**config.mk**
```make
export PLATFORM = sky130hd
export DESIGN_NAME = fpu_arb_sched
export DESIGN_NICKNAME = d
export VERILOG_FILES = /design/src/rtl/fpu_arb_pkg.sv /design/src/rtl/rr_arb2.sv /design/src/rtl/fpu_arb_sched.sv
export SDC_FILE = /design/constraint.sdc
export NUM_CORES = 1
export LEC_CHECK = 0
export BUFFER_PORTS_ARGS = -buffer_cell sky130_fd_sc_hd__buf_2
export CAP_MARGIN = 20
export CORE_MARGIN = 2
export CORE_UTILIZATION = 30
export CTS_BUF_LIST = sky130_fd_sc_hd__clkbuf_4 sky130_fd_sc_hd__clkbuf_8
export DETAILED_ROUTE_END_ITERATION = 16
export HOLD_SLACK_MARGIN = 0.1
export SYNTH_ARGS = -nofsm -noshare
export SYNTH_HDL_FRONTEND = slang
export SYNTH_SLANG_ARGS = --single-unit
```
**constraint.sdc**
```tcl
create_clock -name clk -period 3.1 [get_ports clk]
set_input_delay 0.465 -clock clk [delete_from_list [all_inputs] [get_ports clk]]
set_output_delay 0.465 -clock clk [all_outputs]
set_load 0.02 [all_outputs]
```
**src/rtl/fpu_arb_pkg.sv**
```systemverilog
// Shared types for the two-requester FPU operation scheduler.
// Latency: none (types and constants only).
// Backpressure: not applicable.
package fpu_arb_pkg;

  // Default operand/result width of the shared datapath.
  localparam int DATA_W_DEF = 32;

  // Opcode carried on req0_op / req1_op.
  typedef enum logic [1:0] {
    OP_ADD  = 2'b00,
    OP_MUL  = 2'b01,
    OP_DIV  = 2'b10,
    OP_RSVD = 2'b11
  } op_e;

  // Scheduler states; exactly one operation is in flight outside IDLE.
  typedef enum logic [1:0] {
    IDLE     = 2'b00,
    EXEC     = 2'b01,
    DIV_WAIT = 2'b10,
    RESP     = 2'b11
  } state_e;

endpackage

```
**src/rtl/rr_arb2.sv**
```systemverilog
// Two-way round-robin arbiter: lone requester wins, contention goes to the one not granted last.
// Latency: grant is combinational from req and the registered last-grant pointer.
// Backpressure: pointer only moves when the caller signals the grant was accepted.
module rr_arb2 (
  input  logic       clk,
  input  logic       rst,
  input  logic [1:0] req,
  input  logic       accept,
  output logic [1:0] gnt
);

  // Index of the requester granted most recently; reset to 1 so requester 0 wins first.
  logic last_gnt;

  // One-hot grant from the current requests and the last-grant pointer.
  always_comb begin
    gnt = 2'b00;
    case (req)
      2'b01:   gnt = 2'b01;
      2'b10:   gnt = 2'b10;
      2'b11:   gnt = last_gnt ? 2'b01 : 2'b10;
      default: gnt = 2'b00;
    endcase
  end

  // Remember who won, but only once the grant has actually been consumed.
  always_ff @(posedge clk) begin
    if (rst) begin
      last_gnt <= 1'b1;
    end else if (accept) begin
      last_gnt <= gnt[1];
    end
  end

endmodule

```
**src/rtl/fpu_arb_sched.sv**
```systemverilog
// Arbitrates two requesters onto a shared add/mul/div datapath, one operation at a time.
// Latency: add/mul/error respond 2 cycles after the request handshake; div waits for div_complete.
// Backpressure: response held until rsp_ready; no request is accepted until the response drains.
// Build option: define FPU_ARB_DIV_TIMEOUT_EN to abort a divide after DIV_TIMEOUT cycles with rsp_err.
module fpu_arb_sched
  import fpu_arb_pkg::*;
#(
  parameter int DATA_W      = DATA_W_DEF,
  parameter int DIV_TIMEOUT = 64
) (
  input  logic              clk,
  input  logic              rst,
  input  logic [1:0]        req_valid,
  output logic [1:0]        req_ready,
  input  logic [1:0]        req0_op,
  input  logic [1:0]        req1_op,
  input  logic [DATA_W-1:0] req0_a,
  input  logic [DATA_W-1:0] req0_b,
  input  logic [DATA_W-1:0] req1_a,
  input  logic [DATA_W-1:0] req1_b,
  output logic [DATA_W-1:0] alu_a,
  output logic [DATA_W-1:0] alu_b,
  output logic              div_start,
  input  logic              div_complete,
  input  logic [DATA_W-1:0] add_result,
  input  logic [DATA_W-1:0] mul_result,
  input  logic [DATA_W-1:0] div_result,
  output logic              rsp_valid,
  input  logic              rsp_ready,
  output logic              rsp_id,
  output logic [DATA_W-1:0] rsp_data,
  output logic              rsp_err
);

  // A zero timeout would make every divide fail immediately; reject it at elaboration.
  if (DIV_TIMEOUT < 1) begin : g_tmo_param_chk
    $error("fpu_arb_sched: DIV_TIMEOUT must be at least 1");
  end

  state_e            state;
  op_e               op_q;
  logic [1:0]        gnt;
  logic              req_hs;
  logic              sel;
  logic [1:0]        sel_op;
  logic [DATA_W-1:0] sel_a;
  logic [DATA_W-1:0] sel_b;
  logic              tmo_hit;

  rr_arb2 u_rr_arb2 (
    .clk    (clk),
    .rst    (rst),
    .req    (req_valid),
    .accept (req_hs),
    .gnt    (gnt)
  );

  // Ready only toward the granted requester while idle; held low through the reset cycle.
  assign req_ready = (state == IDLE && !rst) ? gnt : 2'b00;
  assign req_hs    = |(req_valid & req_ready);

  // Payload mux follows the grant so the latched operands always belong to the winner.
  assign sel    = gnt[1];
  assign sel_op = sel ? req1_op : req0_op;
  assign sel_a  = sel ? req1_a  : req0_a;
  assign sel_b  = sel ? req1_b  : req0_b;

`ifdef FPU_ARB_DIV_TIMEOUT_EN
  localparam int TMO_W = $clog2(DIV_TIMEOUT + 1);

  logic [TMO_W-1:0] tmo_cnt;

  // Fires on the last allowed DIV_WAIT cycle so the error response lands exactly DIV_TIMEOUT cycles in.
  assign tmo_hit = (state == DIV_WAIT) && (tmo_cnt == TMO_W'(DIV_TIMEOUT - 1));

  // Cycles spent in DIV_WAIT; zeroed in EXEC so each divide starts its budget fresh.
  always_ff @(posedge clk) begin
    if (rst) begin
      tmo_cnt <= '0;
    end else if (state == EXEC) begin
      tmo_cnt <= '0;
    end else if (state == DIV_WAIT) begin
      tmo_cnt <= tmo_cnt + 1'b1;
    end
  end
`else
  // Without the timeout option a divide waits for div_complete indefinitely.
  assign tmo_hit = 1'b0;
`endif

  // Scheduler FSM with all datapath-facing and response outputs registered.
  always_ff @(posedge clk) begin
    if (rst) begin
      state     <= IDLE;
      op_q      <= OP_ADD;
      alu_a     <= '0;
      alu_b     <= '0;
      div_start <= 1'b0;
      rsp_valid <= 1'b0;
      rsp_id    <= 1'b0;
      rsp_data  <= '0;
      rsp_err   <= 1'b0;
    end else begin
      case (state)
        IDLE: begin
          if (req_hs) begin
            op_q   <= op_e'(sel_op);
            alu_a  <= sel_a;
            alu_b  <= sel_b;
            rsp_id <= sel;
            // Decide the start pulse here so it is a clean registered pulse during EXEC.
            div_start <= (op_e'(sel_op) == OP_DIV) && (sel_b != '0);
            state  <= EXEC;
          end
        end

        EXEC: begin
          div_start <= 1'b0;
          case (op_q)
            OP_ADD: begin
              rsp_data  <= add_result;
              rsp_err   <= 1'b0;
              rsp_valid <= 1'b1;
              state     <= RESP;
            end
            OP_MUL: begin
              rsp_data  <= mul_result;
              rsp_err   <= 1'b0;
              rsp_valid <= 1'b1;
              state     <= RESP;
            end
            OP_DIV: begin
              if (alu_b != '0) begin
                state <= DIV_WAIT;
              end else begin
                // Divide by zero never reaches the divider.
                rsp_data  <= '0;
                rsp_err   <= 1'b1;
                rsp_valid <= 1'b1;
                state     <= RESP;
              end
            end
            OP_RSVD: begin
              rsp_data  <= '0;
              rsp_err   <= 1'b1;
              rsp_valid <= 1'b1;
              state     <= RESP;
            end
          endcase
        end

        DIV_WAIT: begin
          // Completion wins over a timeout landing in the same cycle.
          if (div_complete) begin
            rsp_data  <= div_result;
            rsp_err   <= 1'b0;
            rsp_valid <= 1'b1;
            state     <= RESP;
          end else if (tmo_hit) begin
            rsp_data  <= '0;
            rsp_err   <= 1'b1;
            rsp_valid <= 1'b1;
            state     <= RESP;
          end
        end

        RESP: begin
          if (rsp_ready) begin
            rsp_valid <= 1'b0;
            state     <= IDLE;
          end
        end
      endcase
    end
  end

endmodule

```
### After elaboration in Yosys (flattened, before gate mapping)

Index checks and enable logic that the tools add are counted.
W data, S select, Z words.

| storage, ports and cells | value |
|---|---|
| input bits | 234 |
| output and inout port bits | 102 |
| register bits | 105 |
| logic and storage cells | 69 |

| operators by class | value |
|---|---|
| equality and inequality tests | 14 |
| multiplexer cells | 26 |
| bitwise gates (word level) | 1 |
| reduce and logical (&&, ||, !) cells | 18 |

Operators with widths:

| kind | count |
|---|---|
| $mux W32 | 4 |
| $pmux W32 S4 | 1 |
| $pmux W32 S2 | 1 |
| $reduce_bool A32 Y1 | 2 |
| $eq A2 B2 Y1 const B | 7 |
| $mux W2 | 6 |
| $pmux W2 S4 | 1 |
| $eq A2 B1 Y1 const B | 3 |
| $mux W1 | 6 |
| $ne A2 B2 Y1 const B | 3 |
| $pmux W1 S2 | 3 |
| $pmux W1 S3 | 2 |
| $pmux W2 S3 | 1 |
| $reduce_and A3 Y1 | 2 |
| $logic_not A2 Y1 | 2 |
| $pmux W2 S2 | 1 |
| $reduce_and A2 Y1 | 2 |
| $reduce_and A4 Y1 | 1 |
| $reduce_bool A2 Y1 | 2 |
| $reduce_or A2 Y1 | 2 |
| $ne A3 B3 Y1 const B | 1 |
| $reduce_bool A3 Y1 | 1 |
| $reduce_or A3 Y1 | 1 |
| $and A2 B2 Y2 | 1 |
| 2 further kinds | 3 |

### Longest topological paths before layout

Gate-level depths: netlist (run 1).

| logic depth | value |
|---|---|
| depth in word-level cells | 7 |
| depth in mapped cells | 10 |
| mapped depth without buffers | 7 |

### By module

From an unflattened synthesis (run 1), not the netlist that was laid out.

| second synthesis, totals | value |
|---|---|
| cell total of the unflattened synthesis | 565 |
| area total of the unflattened synthesis | 5331.4 sq um |

By module, submodules not included:

| module | area each (sq um) | times used | cells each |
|---|---|---|---|
| fpu_arb_sched | 5277.6 | 1 | 559 |
| rr_arb2 | 53.8 | 1 | 6 |

### Worst setup path before layout (run 1)

No wires, ideal clock.

| timing | value |
|---|---|
| path type | register -> output |
| start | register state[0] |
| end | output req_ready[1] |
| data required time | 2.635 ns |
| buffers on the path | 2 |
| cell stages (with the launch flop) | 8 |
| path slack | 1.143 ns |
| data arrival time | 1.492 ns |
| cell sequence | dfxtp_1 -> inv_1 -> ha_1 -> nor2b_1 -> o21ai_0 -> buf_2 -> clkbuf_1 -> nor2_1 |

| between the ends | value |
|---|---|
| word-level cells in the longest chain between the ends | 3 |

Ends and longest elaborated chain:

| what | line | text |
|---|---|---|
| from (decl) | fpu_arb_sched.sv:40 | `state_e state;` |
| from (signal assigned) | fpu_arb_sched.sv:94 | `state <= IDLE;` |
| from (signal assigned) | fpu_arb_sched.sv:113 | `state <= EXEC;` |
| from (signal assigned) | fpu_arb_sched.sv:124 | `state <= RESP;` |
| $logic_not A2 Y1 | fpu_arb_sched.sv:59 | `assign req_ready = (state == IDLE && !rst) ? gnt : 2'b00;` |
| $logic_and A1 B1 Y1 | fpu_arb_sched.sv:59 |  |
| $mux W2 | fpu_arb_sched.sv:59 |  |
| to (decl) | fpu_arb_sched.sv:14 | `output logic [1:0] req_ready,` |

No other way between the ends.

### Final worst setup path (run 1)

Same ends and word-level chain as after synthesis.

==> reports/qor.txt, run 1 <==
Setup repair bufs after CTS = 0
Grt ovf = 0
MaxCap Viol Count = 0
Unrepaired setup endpoints after global routing = no
Vias in the first global route = 5310
Placed cells = 1084
Endpoint type of the worst setup path = primary output
Mapped Cells = 570
Routability cong. = 0.777
R2R Setup Slk = 900 ps
Hold Path End = alu_a[15]
Post-synth top flop = dfxtp_1
Post-route ant nets = 0
Netlist Area Pre-Place = 0.00527 mm2
WS Path Type = reg2out
Cell Pwr Density = 787 mW/mm2
Max stage delay cell, worst path = dfxtp_1
Final setup vio count = 0
Hold buffers post-CTS = 0
Arrival time at the worst endpoint = 2080 ps
Seq cells post-synth = 105
Core Util, Final = 42.1%
# DRC = 0
Pwr Total = 5.71 mW
Worst Max-Slew Pin Slew = 969 ps
Reg power frac = 35.3%
Startpoint Class = register
CP max FO = 38
Clock Path Buffers = 2
Leak = 3.30 nW
FFs w/ async S/R, synth = 0%
Clock power share = 14.7%
Total core area = 0.0172 mm2
Yosys synthesis warning count = 0
Initial antenna violation count = 2
Worst EP required = 2630 ps
Commonest non-fill, non-tap cell in the layout = buf_2
Initial Util = 30.5%
Pin count of the biggest net entering global routing = 108
R2r endpoint = alu_b[0]
Total track usage = 18.4%
Peak VDD IR = 0.000331 V
Family with the most delay on the worst path = simple AND/OR/NAND/NOR gates
Count of clock tree sinks = 105
Area grow syn2layout = 37.9%
Post-synth EDFFs = 0
Drt wl/cell = 16.3 um
Fin cells = 1100
Clock skew = 15.3 ps
Initial DRC count = 251
R2R Path Start = state[0]
Final HPWL DP = 13300 um
Worst Hold Path Cells = 3
CTS resizes = 0
Delay of the slowest critical-path stage = 350 ps
CTS tree = yes
Setup TNS = 0 ps
CTS root buffer = clkbuf_8
Reg clk slew, reported paths = 110 ps
Internal power = 3.19 mW
# rows = 48
Most frequent cells in the layout = 335 x buf_2, 105 x dfxtp_1, 69 x o21ai_0
Latest clock arrival within the worst-skew pair = 370 ps
Tcrit/Tclk final = 82.0%
Status = completed
Switching Share = 44.1%
Slew Limit Fails = 0
Die height = 136 um
CTS H-tree lvls = 3
Gate power share = 50.0%
Syn nets = 809
I/O pin total = 336
Avg Synthesized Cell Area = 9.24 um2
First-pass GRT wire length = 27100 um
Synth cell types = 38
Total length of routed wires = 17900 um
Hold path start = req0_a[15]
Final net count = 1109
Switch Pwr = 2.52 mW
Routed vias = 5600
DRT Pass-1 Iters = 6
Min Tclk post-route = 2540 ps
Die W = 136 um
Final Hold Viols = 0
Share of layout cells above drive strength 1 = 45.9%
Sequential area share after synthesis = 39.9%
CP Buf/Inv Count = 2
Number of CTS-inserted buffers = 9
Buffers on Ports = 335
Hold/Removal Path Class = in2reg
Fmax = 0.393 GHz
Worst-path cell chain = inv_1 -> ha_1 -> nor2b_1 -> o21ai_4 -> nor2_1 -> buf_2
Cells on worst reg2reg path = 6
Headroom to the max-slew limit = 35.4%
Vias per cell = 5.09
# diodes = 0
Die ar. = 0.0186 mm2
## how the worst max path moves through the flow
stage / startpoint / endpoint / slack (ps) / cells past startpoint
finish: state[0] / req_ready[1] / 560 / 6
global placement: req_valid[1] / div_start / 760 / 6
floorplan: state[0] / req_ready[1] / 1140 / 7
CTS: state[0] / req_ready[1] / 540 / 6
global route: state[0] / req_ready[1] / 390 / 6
detailed placement: req_valid[1] / div_start / 760 / 6
## power by group through the flow
stage	combinational [mW]	sequential, mW	clock (mW)
final	2.86	2.01	0.842
after global routing	3.15	2.07	0.931
after detailed placement	2.88	2.04	0
after global placement	2.88	2.03	0
after floorplan	1.52	2.49	0
after CTS	2.89	2.02	0.889
## logic make-up (layout without fill, tap and decap cells)
family	after synthesis	count (layout)	share of synthesized area, %
adders and majority gates	5	5	1.19
AOI/OAI and AO/OA	212	212	24.5
muxes	67	67	13.5
and+or+nand+nor	117	117	15.2
DFF	105	105	39.9
buffers and inverters	64	369	5.63
## cell usage after synthesis (2+ instances only)
library cell,count,share of area (%)
or4_1,3,0.43
o21ai_1,2,0.19
nand4_1,2,0.24
o21ai_0,70,6.7
clkbuf_1,35,2.5
mux2_2,32,6.8
nor2_1,6,0.43
a21oi_1,35,3.3
ha_1,5,1.2
mux2i_1,35,6.7
nor2b_1,2,0.24
a22oi_1,32,4.6
buf_4,4,0.57
o22ai_1,32,3.8
nand2b_1,3,0.36
buf_1,3,0.21
a221oi_1,2,0.33
nor3b_1,2,0.29
nor4_1,22,2.6
nand3_1,5,0.48
buf_2,15,1.4
a211oi_1,32,4.6
nand3b_1,66,9.4
dfxtp_1,105,40
inv_1,4,0.29
and2_1,2,0.24
buf_6,3,0.64
## final cells by class
class	instances	area (um2)
timing repair buffer	349	1780
sequential	105	2100
clock inverter	6	47.5
inverter	4	15.0
tap	225	282
clock buffer	10	138
fill	1769	9980
multi-input combinational	401	2900
## worst reg2reg max path, stage by stage, from the launching register on
cell,delay [ps]
dfxtp_1,380
inv_1,110
ha_1,270
nor2b_1,180
o21ai_4,330
buf_4,590
o21ai_0,220
## metrics by stage
stage | hold slack [ps] | cell area [um2] | setup slack (ps)
floorplan | 494 | 5270 | 1140
global placement | 449 | 7080 | 755
detailed placement | 456 | 7080 | 762
CTS | 334 | 7260 | 539
global route | 348 | 7260 | 386
finish | 359 | 7260 | 557
## per-layer routing
| metal | GRT usage [%] | part of all wire [%] | up-vias | wire length, um |
|---|---|---|---|---|
| li1 | - | - | 2791 | - |
| met1 | 22.8 | 43 | 2562 | 7670 |
| met2 | 31.5 | 48 | 225 | 8620 |
| met3 | 4.25 | 7.4 | 20 | 1330 |
| met4 | 5.79 | 1.4 | 2 | 258 |
| met5 | 0 | 0.073 | - | 13 |
## state kept, by name, indices dropped and copies added (netlist names)
register,cells
alu_a,32
alu_b,32
rsp_data,32
op_q,2
state,2
div_start,1
rsp_err,1
rsp_id,1
rsp_valid,1
u_rr_arb2.last_gnt,1
Note: power is estimated with default switching activity, not from simulation.
==> run 2, diff against run 1 <==
==> constraint.sdc (replaced) <==
create_clock -name clk -period 2.25 [get_ports clk]
set_input_delay 0.3375 -clock clk [delete_from_list [all_inputs] [get_ports clk]]
set_output_delay 0.3375 -clock clk [all_outputs]
set_load 0.02 [all_outputs]
==> run 2 against run 1 <==
  * Via count about the same
  * Sequential share of layout area fell by 0.50 points
  * Core utilization is 0.75 points higher
  * Power increased by 41%
  * Flip-flop and latch count unchanged
  * Worst hold slack lost 120 ps
  * Largest cell class unchanged
  * Largest power group unchanged
  * Highest routed layer unchanged
==> reports/qor.txt, run 2 (synthesis gave the netlist of run 1 again) <==
Status = completed
Die height = 136 um (unchanged)
Post-route ant nets = 0 (unchanged)
Initial antenna violation count = 2 (unchanged)
Reg power frac = 34.4% (-0.9 points)
DRT Pass-1 Iters = 5 (-1)
Worst Max-Slew Pin Slew = 482 ps (-487 ps)
Count of clock tree sinks = 105 (unchanged)
CP max FO = 6 (-84%)
Latest clock arrival within the worst-skew pair = 370 ps (about the same)
Arrival time at the worst endpoint = 1720 ps (-360 ps)
Min Tclk post-route = 2060 ps
Cell Pwr Density = 1090 mW/mm2 (+38%)
Share of layout cells above drive strength 1 = 46.3% (+0.36 points)
I/O pin total = 336 (unchanged)
First-pass GRT wire length = 26700 um (-1.5%)
Switch Pwr = 3.43 mW (+36%)
Startpoint Class = register
Final HPWL DP = 13600 um (+2.3%)
Hold buffers post-CTS = 0 (unchanged)
FILL cells = 1735 (-1.9%)
CTS resizes = 0 (unchanged)
Drt wl/cell = 16.0 um (-1.4%)
Area grow syn2layout = 40.4%
Clock skew = 7.82 ps (-7.43 ps)
Endpoint type of the worst setup path = primary output
# diodes = 0 (unchanged)
Die ar. = 0.0186 mm2 (unchanged)
Reg clk slew, reported paths = 100 ps (about the same)
Routability cong. = 0.827 (+6.4%)
Vias in the first global route = 5227 (-1.6%)
Top Registers = alu_a x32, alu_b x32, rsp_data x32
WS Path Type = reg2out
Final net count = 1114 (+0.45%)
CTS H-tree lvls = 3 (unchanged)
Slew Limit Fails = 0 (unchanged)
Initial DRC count = 212 (-16%)
Total core area = 0.0172 mm2 (unchanged)
Total track usage = 18.1% (-0.28 points)
Fmax = 0.485 GHz
Gate power share = 50.6% (+0.6 points)
# DRC = 0 (unchanged)
Unrepaired setup endpoints after global routing = no
Grt ovf = 0 (unchanged)
Switching Share = 42.6% (-1.5 points)
Routed vias = 5595 (-0.089%)
Dpl cell area = 0.00719 mm2 (+1.6%)
CTS root buffer = clkbuf_8
Initial Util = 30.5% (unchanged)
MaxCap Viol Count = 0 (unchanged)
Buffers on Ports = 335 (unchanged)
Tcrit/Tclk final = 91.7%
Hold/Removal Path Class = in2reg
# rows = 48 (unchanged)
Pin count of the biggest net entering global routing = 108 (unchanged)
Number of CTS-inserted buffers = 9 (unchanged)
Clock power share = 15.0% (+0.3 points)
Total length of routed wires = 17700 um (-1.0%)
Clock Path Buffers = 2 (unchanged)
Internal power = 4.62 mW (+45%)
Worst EP required = 1910 ps (-720 ps)
Setup repair bufs after CTS = 0 (unchanged)
Peak VDD IR = 0.000508 V (+54%)
Die W = 136 um (unchanged)
Final setup vio count = 0 (unchanged)
Headroom to the max-slew limit = 67.5% (+32 points)
Vias per cell = 5.07 (-0.45%)
Most frequent cells in the layout = 335 x buf_2, 105 x dfxtp_1, 69 x o21ai_0
Setup TNS = 0 ps (unchanged)
Leak = 3.35 nW (+1.6%)
Commonest non-fill, non-tap cell in the layout = buf_2
CTS tree = yes
Final Hold Viols = 0 (unchanged)
Fin area = 0.00739 mm2 (+1.8%)
## run 2: changes by cell type in the layout (fill, tap and decap cells not counted), sizes merged
| cell | delta |
|---|---|
| clkbuf | +1 |
| buf | +5 |
| inv | -4 |
| clkinv | -1 |
| clkinvlp | +2 |
| bufinv | +1 |
## run 2: final timing paths
path	endpoint	from	cells past startpoint	slack (ps)
worst min-delay path	alu_a[26]	req0_a[26]	3	240
worst min register to register	rsp_err	rsp_err	2	480
worst max register to register	rsp_valid	alu_b[24]	6	280
worst max-delay path	req_ready[1]	state[0]	6	190
## run 2: area by class of cell
class	count	area, um2	area share [%]
tap	225	282	3.81
multi-input combinational	401	2900	39.2
sequential	105	2100	28.4
clock inverter	4	53.8	0.728
inverter	4	15.0	0.203
clock buffer	11	145	1.96
timing repair buffer	354	1890	25.6
## run 2: metrics by stage
step	util (%)	std cells	total power, mW	setup WS (ps)	hold slack [ps]
4_1_cts	42.9	1104	8.18	42.2	217
3_5_place_dp	41.7	1089	6.93	247	451
6_report	42.9	1104	8.05	188	244
3_3_place_gp	41.7	1089	6.89	294	454
2_1_floorplan	-	570	5.52	420	494
5_1_grt	42.9	1104	8.64	86.6	218
## run 2: worst max-delay path, cell delays in order, from the launching register on
cell     delay, ps
dfxtp_1        350
inv_1          150
ha_1           240
nor2b_2        220
o21ai_4        130
nor2_1         100
buf_2          170
## run 2: per-layer routing
layer	GRT usage (%)	up-vias	routed length (um)
met2	31.0	230	8550
li1	-	2789	-
met4	3.47	2	186
met3	5.74	14	1420
met1	22.4	2560	7550
met5	0	-	13
## run 2: power by group through the flow
| stage | clock network, mW | registers, mW | logic [mW] |
|---|---|---|---|
| after floorplan | 0 | 3.43 | 2.10 |
| after detailed placement | 0 | 2.81 | 4.12 |
| final | 1.21 | 2.77 | 4.07 |
| after CTS | 1.28 | 2.78 | 4.12 |
| after global routing | 1.34 | 2.85 | 4.45 |
| after global placement | 0 | 2.80 | 4.09 |
